==> src/rtl/lfu_victim_select.sv <==
// LFU victim-select controller: bumps the hit way's counter, or picks and clears a victim way on a miss.
// Optional global counter aging is compiled in with the LFU_AGING_EN macro.
module lfu_victim_select #(
  parameter int BITS_DIRECT  = 10,
  parameter int SIZE_COUNTER = 4,
  parameter int AGE_PERIOD   = 256
) (
  input  logic                    clk,
  input  logic                    reset,
  input  logic                    req_valid,
  output logic                    req_ready,
  input  logic                    req_hit,
  input  logic [1:0]              req_way,
  input  logic [BITS_DIRECT-1:0]  req_addr,
  input  logic [3:0]              valid_mask,
  input  logic [SIZE_COUNTER-1:0] count_in0,
  input  logic [SIZE_COUNTER-1:0] count_in1,
  input  logic [SIZE_COUNTER-1:0] count_in2,
  input  logic [SIZE_COUNTER-1:0] count_in3,
  output logic                    enable,
  output logic [3:0]              line_reset,
  output logic [3:0]              line_sum,
  output logic [BITS_DIRECT-1:0]  address,
  output logic                    count_read,
  output logic                    gen_reset,
  output logic                    resp_valid,
  output logic [1:0]              resp_way
);

  if (AGE_PERIOD < 2 || AGE_PERIOD > 256) begin : g_bad_age_period
    $error("AGE_PERIOD must be in 2..256");
  end

  typedef enum logic [2:0] {
    S_IDLE,
    S_READ,
    S_CMP,
    S_UPD,
    S_AGE
  } state_t;

  state_t                   state_q, state_d;
  logic                     hit_q, hit_d;
  logic [1:0]               way_q, way_d;
  logic [BITS_DIRECT-1:0]   addr_q, addr_d;
  logic [3:0]               valid_q, valid_d;
  logic [1:0]               victim;
  logic [SIZE_COUNTER-1:0]  min_cnt;
  logic [SIZE_COUNTER-1:0]  cnt [4];

`ifdef LFU_AGING_EN
  logic [7:0]               acc_q, acc_d;
  logic                     age_pend_q, age_pend_d;
  logic [8:0]               acc_inc;
`endif

  assign cnt[0]   = count_in0;
  assign cnt[1]   = count_in1;
  assign cnt[2]   = count_in2;
  assign cnt[3]   = count_in3;
  assign address  = addr_q;
  assign resp_way = way_q;

  // Invalid ways win outright; otherwise strict less-than keeps ties on the lowest index.
  always_comb begin
    victim  = 2'd0;
    min_cnt = cnt[0];
    if (!(&valid_q)) begin
      for (int i = 3; i >= 0; i--) begin
        if (!valid_q[i]) victim = 2'(i);
      end
    end else begin
      for (int i = 1; i < 4; i++) begin
        if (cnt[i] < min_cnt) begin
          min_cnt = cnt[i];
          victim  = 2'(i);
        end
      end
    end
  end

  always_comb begin
    state_d    = state_q;
    hit_d      = hit_q;
    way_d      = way_q;
    addr_d     = addr_q;
    valid_d    = valid_q;
    req_ready  = 1'b0;
    enable     = 1'b0;
    line_reset = 4'b0000;
    line_sum   = 4'b0000;
    count_read = 1'b0;
    gen_reset  = 1'b0;
    resp_valid = 1'b0;
`ifdef LFU_AGING_EN
    acc_d      = acc_q;
    age_pend_d = age_pend_q;
    acc_inc    = {1'b0, acc_q} + 9'd1;
`endif
    case (state_q)
      S_IDLE: begin
        req_ready = 1'b1;
        if (req_valid) begin
          hit_d   = req_hit;
          way_d   = req_way;
          addr_d  = req_addr;
          valid_d = valid_mask;
          state_d = req_hit ? S_UPD : S_READ;
`ifdef LFU_AGING_EN
          if (acc_inc == 9'(AGE_PERIOD)) begin
            acc_d      = 8'd0;
            age_pend_d = 1'b1;
          end else begin
            acc_d = acc_inc[7:0];
          end
`endif
        end
      end
      S_READ: begin
        count_read = 1'b1;
        state_d    = S_CMP;
      end
      S_CMP: begin
        way_d   = victim;
        state_d = S_UPD;
      end
      S_UPD: begin
        enable     = 1'b1;
        resp_valid = 1'b1;
        if (hit_q) line_sum   = 4'b0001 << way_q;
        else       line_reset = 4'b0001 << way_q;
        state_d = S_IDLE;
`ifdef LFU_AGING_EN
        if (age_pend_q) begin
          age_pend_d = 1'b0;
          state_d    = S_AGE;
        end
`endif
      end
      S_AGE: begin
`ifdef LFU_AGING_EN
        gen_reset = 1'b1;
`endif
        state_d = S_IDLE;
      end
      default: state_d = S_IDLE;
    endcase
  end

  always_ff @(posedge clk) begin
    if (reset) begin
      state_q    <= S_IDLE;
      hit_q      <= 1'b0;
      way_q      <= 2'd0;
      addr_q     <= '0;
      valid_q    <= 4'b0000;
`ifdef LFU_AGING_EN
      acc_q      <= 8'd0;
      age_pend_q <= 1'b0;
`endif
    end else begin
      state_q    <= state_d;
      hit_q      <= hit_d;
      way_q      <= way_d;
      addr_q     <= addr_d;
      valid_q    <= valid_d;
`ifdef LFU_AGING_EN
      acc_q      <= acc_d;
      age_pend_q <= age_pend_d;
`endif
    end
  end

endmodule

==> config.mk <==
export PLATFORM = sky130hd
export DESIGN_NAME = lfu_victim_select
export DESIGN_NICKNAME = d
export VERILOG_FILES = /design/src/rtl/lfu_victim_select.sv
export SDC_FILE = /design/constraint.sdc
export NUM_CORES = 1
export LEC_CHECK = 0
export ABC_AREA = 1
export BUFFER_PORTS_ARGS = -buffer_cell sky130_fd_sc_hd__buf_2
export CAP_MARGIN = 40
export CORE_MARGIN = 5
export CORE_UTILIZATION = 35
export CTS_CLUSTER_DIAMETER = 60
export DETAILED_ROUTE_END_ITERATION = 10
export HOLD_SLACK_MARGIN = 0.1
export PLACE_DENSITY = 0.7
export SYNTH_ARGS = -nofsm -noshare
export SYNTH_HDL_FRONTEND = slang
export SYNTH_SLANG_ARGS = --single-unit
==> constraint.sdc <==
create_clock -name clk -period 2.5 [get_ports clk]
set_input_delay 0.25 -clock clk [delete_from_list [all_inputs] [get_ports clk]]
set_output_delay 0.25 -clock clk [all_outputs]
set_load 0.05 [all_outputs]
== Yosys cells after proc, flatten, opt, wreduce, memory -nomap -nowiden ==
Cells that the tools add are included.
Cells by class
  magnitude comparators: 3
  equal/unequal tests: 4
  shifts and indexed selects: 1
  multiplexer cells: 24
  reduce and logical (&&, ||, !) cells: 5
Operator list (count)
  $mux W4: 8
  $mux W2: 9
  $lt A4 B4 Y1: 3
  $pmux W3 S3: 1
  $eq A3 B2 Y1 const B: 2
  $mux W1: 4
  $pmux W2 S2: 1
  $reduce_and A2 Y1: 2
  $reduce_and A4 Y1: 1
  $shl A1 B2 Y4 const A: 1
  $eq A3 B1 Y1 const B: 1
  $logic_not A3 Y1: 1
  $mux W3: 1
  $ne A2 B2 Y1 const B: 1
  $reduce_bool A2 Y1: 1
Storage, ports and cells
  flip-flop bits (word level): 20
  input port bits: 36
  output and inout bits: 25
  logic and storage cells: 42

== Depth between registers and ports, before layout ==
  depth after elaboration: 10
  gate-level depth with buffers: 25
  mapped depth without buffers: 25

== Worst setup path before layout ==
No wires, ideal clock.
  path type: input to register
  start: input port count_in0[3]
  end: register way_q[1] (netlist: resp_way[1])
  library setup time: 0.070 ns
  arrival: 2.483 ns
  data required time: 2.430 ns
  path slack: -0.052 ns
  cell stages on the path: 23
  path buffers: 0
  cell sequence: inv_1 -> ha_1 -> nand2_1 -> clkinv_1 -> nand2_2 -> nand2_4 -> nand2_1 -> o21ai_0 -> ha_1 -> a21oi_1 -> nand2_4 -> nand2_1 -> o21ai_0 -> ha_1 -> nand2_1 -> nand2_1 -> nand2_1 -> nand2_1 -> nand2_1 -> nand2_1 -> nand2_1 -> nand2_1 -> a21oi_1
Between the ends
  cells in the longest elaborated chain, start to end: 10
  elaborated cells on any way between the ends: 11
  those cells by class: order compare (3); mux (8)
Ends and longest elaborated chain
  start: declaration: RTL line 16  | input logic [SIZE_COUNTER-1:0] count_in0,
  $lt A4 B4 Y1: RTL line 74  | if (cnt[i] < min_cnt) begin
  $mux W4 *: RTL line 74
  $mux W4 *: RTL line 68  | if (!(&valid_q)) begin
  $lt A4 B4 Y1: RTL line 74
  $mux W4: RTL line 74
  $mux W4: RTL line 68
  $lt A4 B4 Y1: RTL line 74
  $mux W2 *: RTL line 74
  $mux W2 *: RTL line 68
  $pmux W2 S2 *: RTL line 100  | case (state_q)
  end signal: assignment: RTL line 164  | way_q <= way_d;
  end: declaration: RTL line 44  | logic [1:0] way_q, way_d;
Every way passes the cells marked *; elsewhere a longest branch is shown, timed or not. The select of a mux whose other input is x is not followed.
A chain may end at the register's enable or synchronous reset.

== Worst setup path in the final report ==
  start: input port count_in1[3]
  end: register way_q[1] (netlist: resp_way[1])
Between the ends
  cells in the longest elaborated chain, start to end: 10
  elaborated cells on any way between the ends: 11
  those cells by class: order compare (3); mux (8)
Ends and longest elaborated chain
  start: declaration: RTL line 17  | input logic [SIZE_COUNTER-1:0] count_in1,
  $lt A4 B4 Y1: RTL line 74
  $mux W4 *: RTL line 74
  $mux W4 *: RTL line 68
  $lt A4 B4 Y1: RTL line 74
  $mux W4: RTL line 74
  $mux W4: RTL line 68
  $lt A4 B4 Y1: RTL line 74
  $mux W2 *: RTL line 74
  $mux W2 *: RTL line 68
  $pmux W2 S2 *: RTL line 100
Marked as above.

==> flow_summary.json <==
{
  "worstPathMaxFanout": 6,
  "p_per_area_nw_per_um2": 690.3,
  "firstDrtPassIters": 4,
  "pwr-share-seq_pct": 31.4,
  "grt_pass1_vias": 1307,
  "clock_path_buffers": 2,
  "fp.dieW_microns": 70.39,
  "cts_tree": "done",
  "numCtsBuffers": 3,
  "yosys-top-cells-count": "nor2_1, nand2_1, inv_1",
  "std_cell_rows": 22,
  "gp_congestion": 0.7751,
  "antenna_found_initial": 0,
  "synthArstFlopShare_pct": 0,
  "hold_class": "in2reg",
  "final.setup.tns_ps": 0,
  "place_inst": 310,
  "syn_area_sq_um": 1276,
  "syn_avg_cell_area_sq_um": 6.578,
  "leakage_nw": 1.020,
  "initial_core_util_pct": 35.39,
  "drive_above_1_share_pct": 38.95,
  "hold_viol_final": 0,
  "track_usage_pct": 12.30,
  "switchingPower_mw": 0.6050,
  "drt_wl_total_microns": 3229,
  "yosysTopAreaCell": "dfxtp_1",
  "synthToLayoutAreaGrowth_pct": 48.73,
  "yosysWarnings": 0,
  "path_buf_inv": 2,
  "finalCritPeriodShare_pct": 96.18,
  "ant_nets": 0,
  "rsz0062_at_grt": "yes",
  "status": "finished, final reports clean",
  "cts.reportedPaths.clkPinSlew_ps": 60,
  "clkSinkCount": 19,
  "synthCells": 194,
  "vias_per_cell": 4.311,
  "synth_edf_count": 0,
  "synth_cell_type_count": 19,
  "final.fill_count": 374,
  "num_vias": 1358,
  "slew_viol_final": 0,
  "grt_pass1_wl_microns": 5126,
  "io_buffers": 59,
  "dieArea_sq_um": 4954,
  "drtIter0Drc": 35,
  "swShare_pct": 46.18,
  "grt_max_degree": 18,
  "finalNetCount": 319,
  "p_total_mw": 1.310,
  "power_frac_comb_pct": 52.9,
  "n_antenna_cell": 0,
  "irDropWorstVdd_v": 0.0004189,
  "ys_seq_area_share_pct": 29.80,
  "critical_path.cell_chain": "buf_8, ha_4, a21oi_4, nand2_8, nand2_4, o21ai_4, ha_1, inv_1, nor2_1, nand2_2, nand2_4, nand2_1, o21ai_1, ha_1, nand2_1, nand2_1, nand2_1, nand2_1, nand2_1, nand2_1, nand2_1, nand2_1, a21oi_2",
  "ys.flop_type": "dfxtp_1",
  "fin_crit_ps": 2405,
  "p_clk_share_pct": 15.7,
  "crit_arrival_ps": 2590,
  "syn_nets": 245,
  "core-area_sq_um": 3606,
  "endpoint_kind": "flop",
  "clkLatencyLatePin_ps": 250,
  "crit_type": "in2reg",
  "grt-ovfl-total": 0,
  "maxCapViolations": 0,
  "layout.cells.non_filler": 315,
  "fmax_ghz": 0.4159,
  "synth_top_area_share_pct": 29.80,
  "die_h_microns": 70.39,
  "yosys_register_bits": 19,
  "worstSetupStartpointType": "input port",
  "synth.most_common_cell": "nor2_1",
  "crit_required_ps": 2690,
  "cpPeakStageDelay_ps": 270,
  "root_buffer": "clkbuf_8",
  "post-dp-hpwl_microns": 2484,
  "io_pins": 61,
  "cts_max_level": 1,
  "synth_area_leaders": "dfxtp_1, ha_1, nor2_1",
  "cp_slowest_cell": "ha_1",
  "p_int_mw": 0.7052,
  "crit_top_cell": "nand2_1",
  "drc": 0,
  "skew_ps": 2.432,
  "finalSetupViolations": 0,
  "cp_top_family": "simple AND/OR/NAND/NOR gates",
  "ctsHoldBuffers": 0,
  "detail_route.wl_per_cell_microns": 10.25
}
-- path summary, 6_finish.rpt --
check,cells after the start,from,slack (ps),to
worst min register to register,2,valid_q[3],480,valid_q[3]
worst max register to register,7,state_q[0],970,valid_q[0]
worst min-delay path,2,reset,230,resp_way[1]
worst max-delay path,23,count_in1[3],100,resp_way[1]
-- through the flow --
step                setup WS (ps)  hold slack (ps)  utilization (%)  cell area, sq um
detailed placement         -286.8            466.1            47.54              1714
global route               -129.5            238.5            52.64              1898
finish                      95.48            230.3            52.64              1898
CTS                         38.14            225.1            48.89              1763
global placement           -226.4            458.5            47.54              1714
floorplan                   22.60            319.1                -              1280
-- repair_timing --
| item | 4_1_cts | 5_1_grt |
|---|---|---|
| setup buffers | 0 | 1 |
| setup endpoints to repair | 2 | 2 |
| resized for setup | 1 | 30 |
| pin swaps | 0 | 21 |
-- routing by layer --
layer / global-route usage (%) / vias to the layer above / part of all wire [%]
met4: 4.894 / 0 / 0.65
met2: 21.10 / 31 / 51
li1: - / 744 / -
met5: 0 / - / 0
met1: 14.36 / 581 / 42
met3: 3.309 / 2 / 6.2
-- final cells by class --
class / count / area [sq um] / share of cell area [%]
clock buffers: 4 / 45.04 / 2.373
repair buffers: 74 / 432.9 / 22.81
flip-flops and latches: 19 / 380.4 / 20.04
inverters: 28 / 107.6 / 5.669
well taps: 48 / 60.06 / 3.164
multi-input cells: 142 / 872.1 / 45.95
-- worst reg2reg max path: stages (launching register included) --
cell	delay [ps]
dfxtp_1	380
inv_1	80
ha_1	260
nand2_1	100
buf_4	190
inv_1	210
nor2_1	140
nor2_1	60
-- placed cells by master (no fill, tap or decap), drive strengths merged --
| cell | Yosys | layout |
|---|---|---|
| dfxtp | 19 | 19 |
| nor3 | 1 | 1 |
| conb | 1 | 1 |
| o21ai | 20 | 20 |
| nand3 | 5 | 5 |
| clkbuf | 2 | 4 |
| buf | 3 | 74 |
| or2 | 1 | 1 |
| nand2 | 44 | 44 |
| inv | 27 | 28 |
| ha | 15 | 15 |
| nor2 | 44 | 44 |
| a21oi | 11 | 11 |
-- sequential cells by signal (all words and copies together) (netlist names) --
register / cells
valid_q: 4
address: 10
hit_q: 1
resp_way: 2
state_q: 2
-- cells by family after synthesis --
group	Yosys count	synth area share [%]
AOI/OAI and AO/OA	31	13.04
adders and majority gates	15	14.71
DFF	19	29.80
buffers and inverters	33	10.29
and+or+nand+nor	95	31.86
other	1	0.2938
-- power groups by stage --
| stage | sequential (mW) | clock, mW | combinational (mW) |
|---|---|---|---|
| after floorplan | 0.549 | 0 | 0.357 |
| after detailed placement | 0.418 | 0 | 0.654 |
| after global placement | 0.418 | 0 | 0.644 |
| after CTS | 0.412 | 0.212 | 0.656 |
| after global routing | 0.422 | 0.224 | 0.772 |
| final | 0.411 | 0.206 | 0.693 |
No activity file was read; power rests on OpenSTA's default activity.
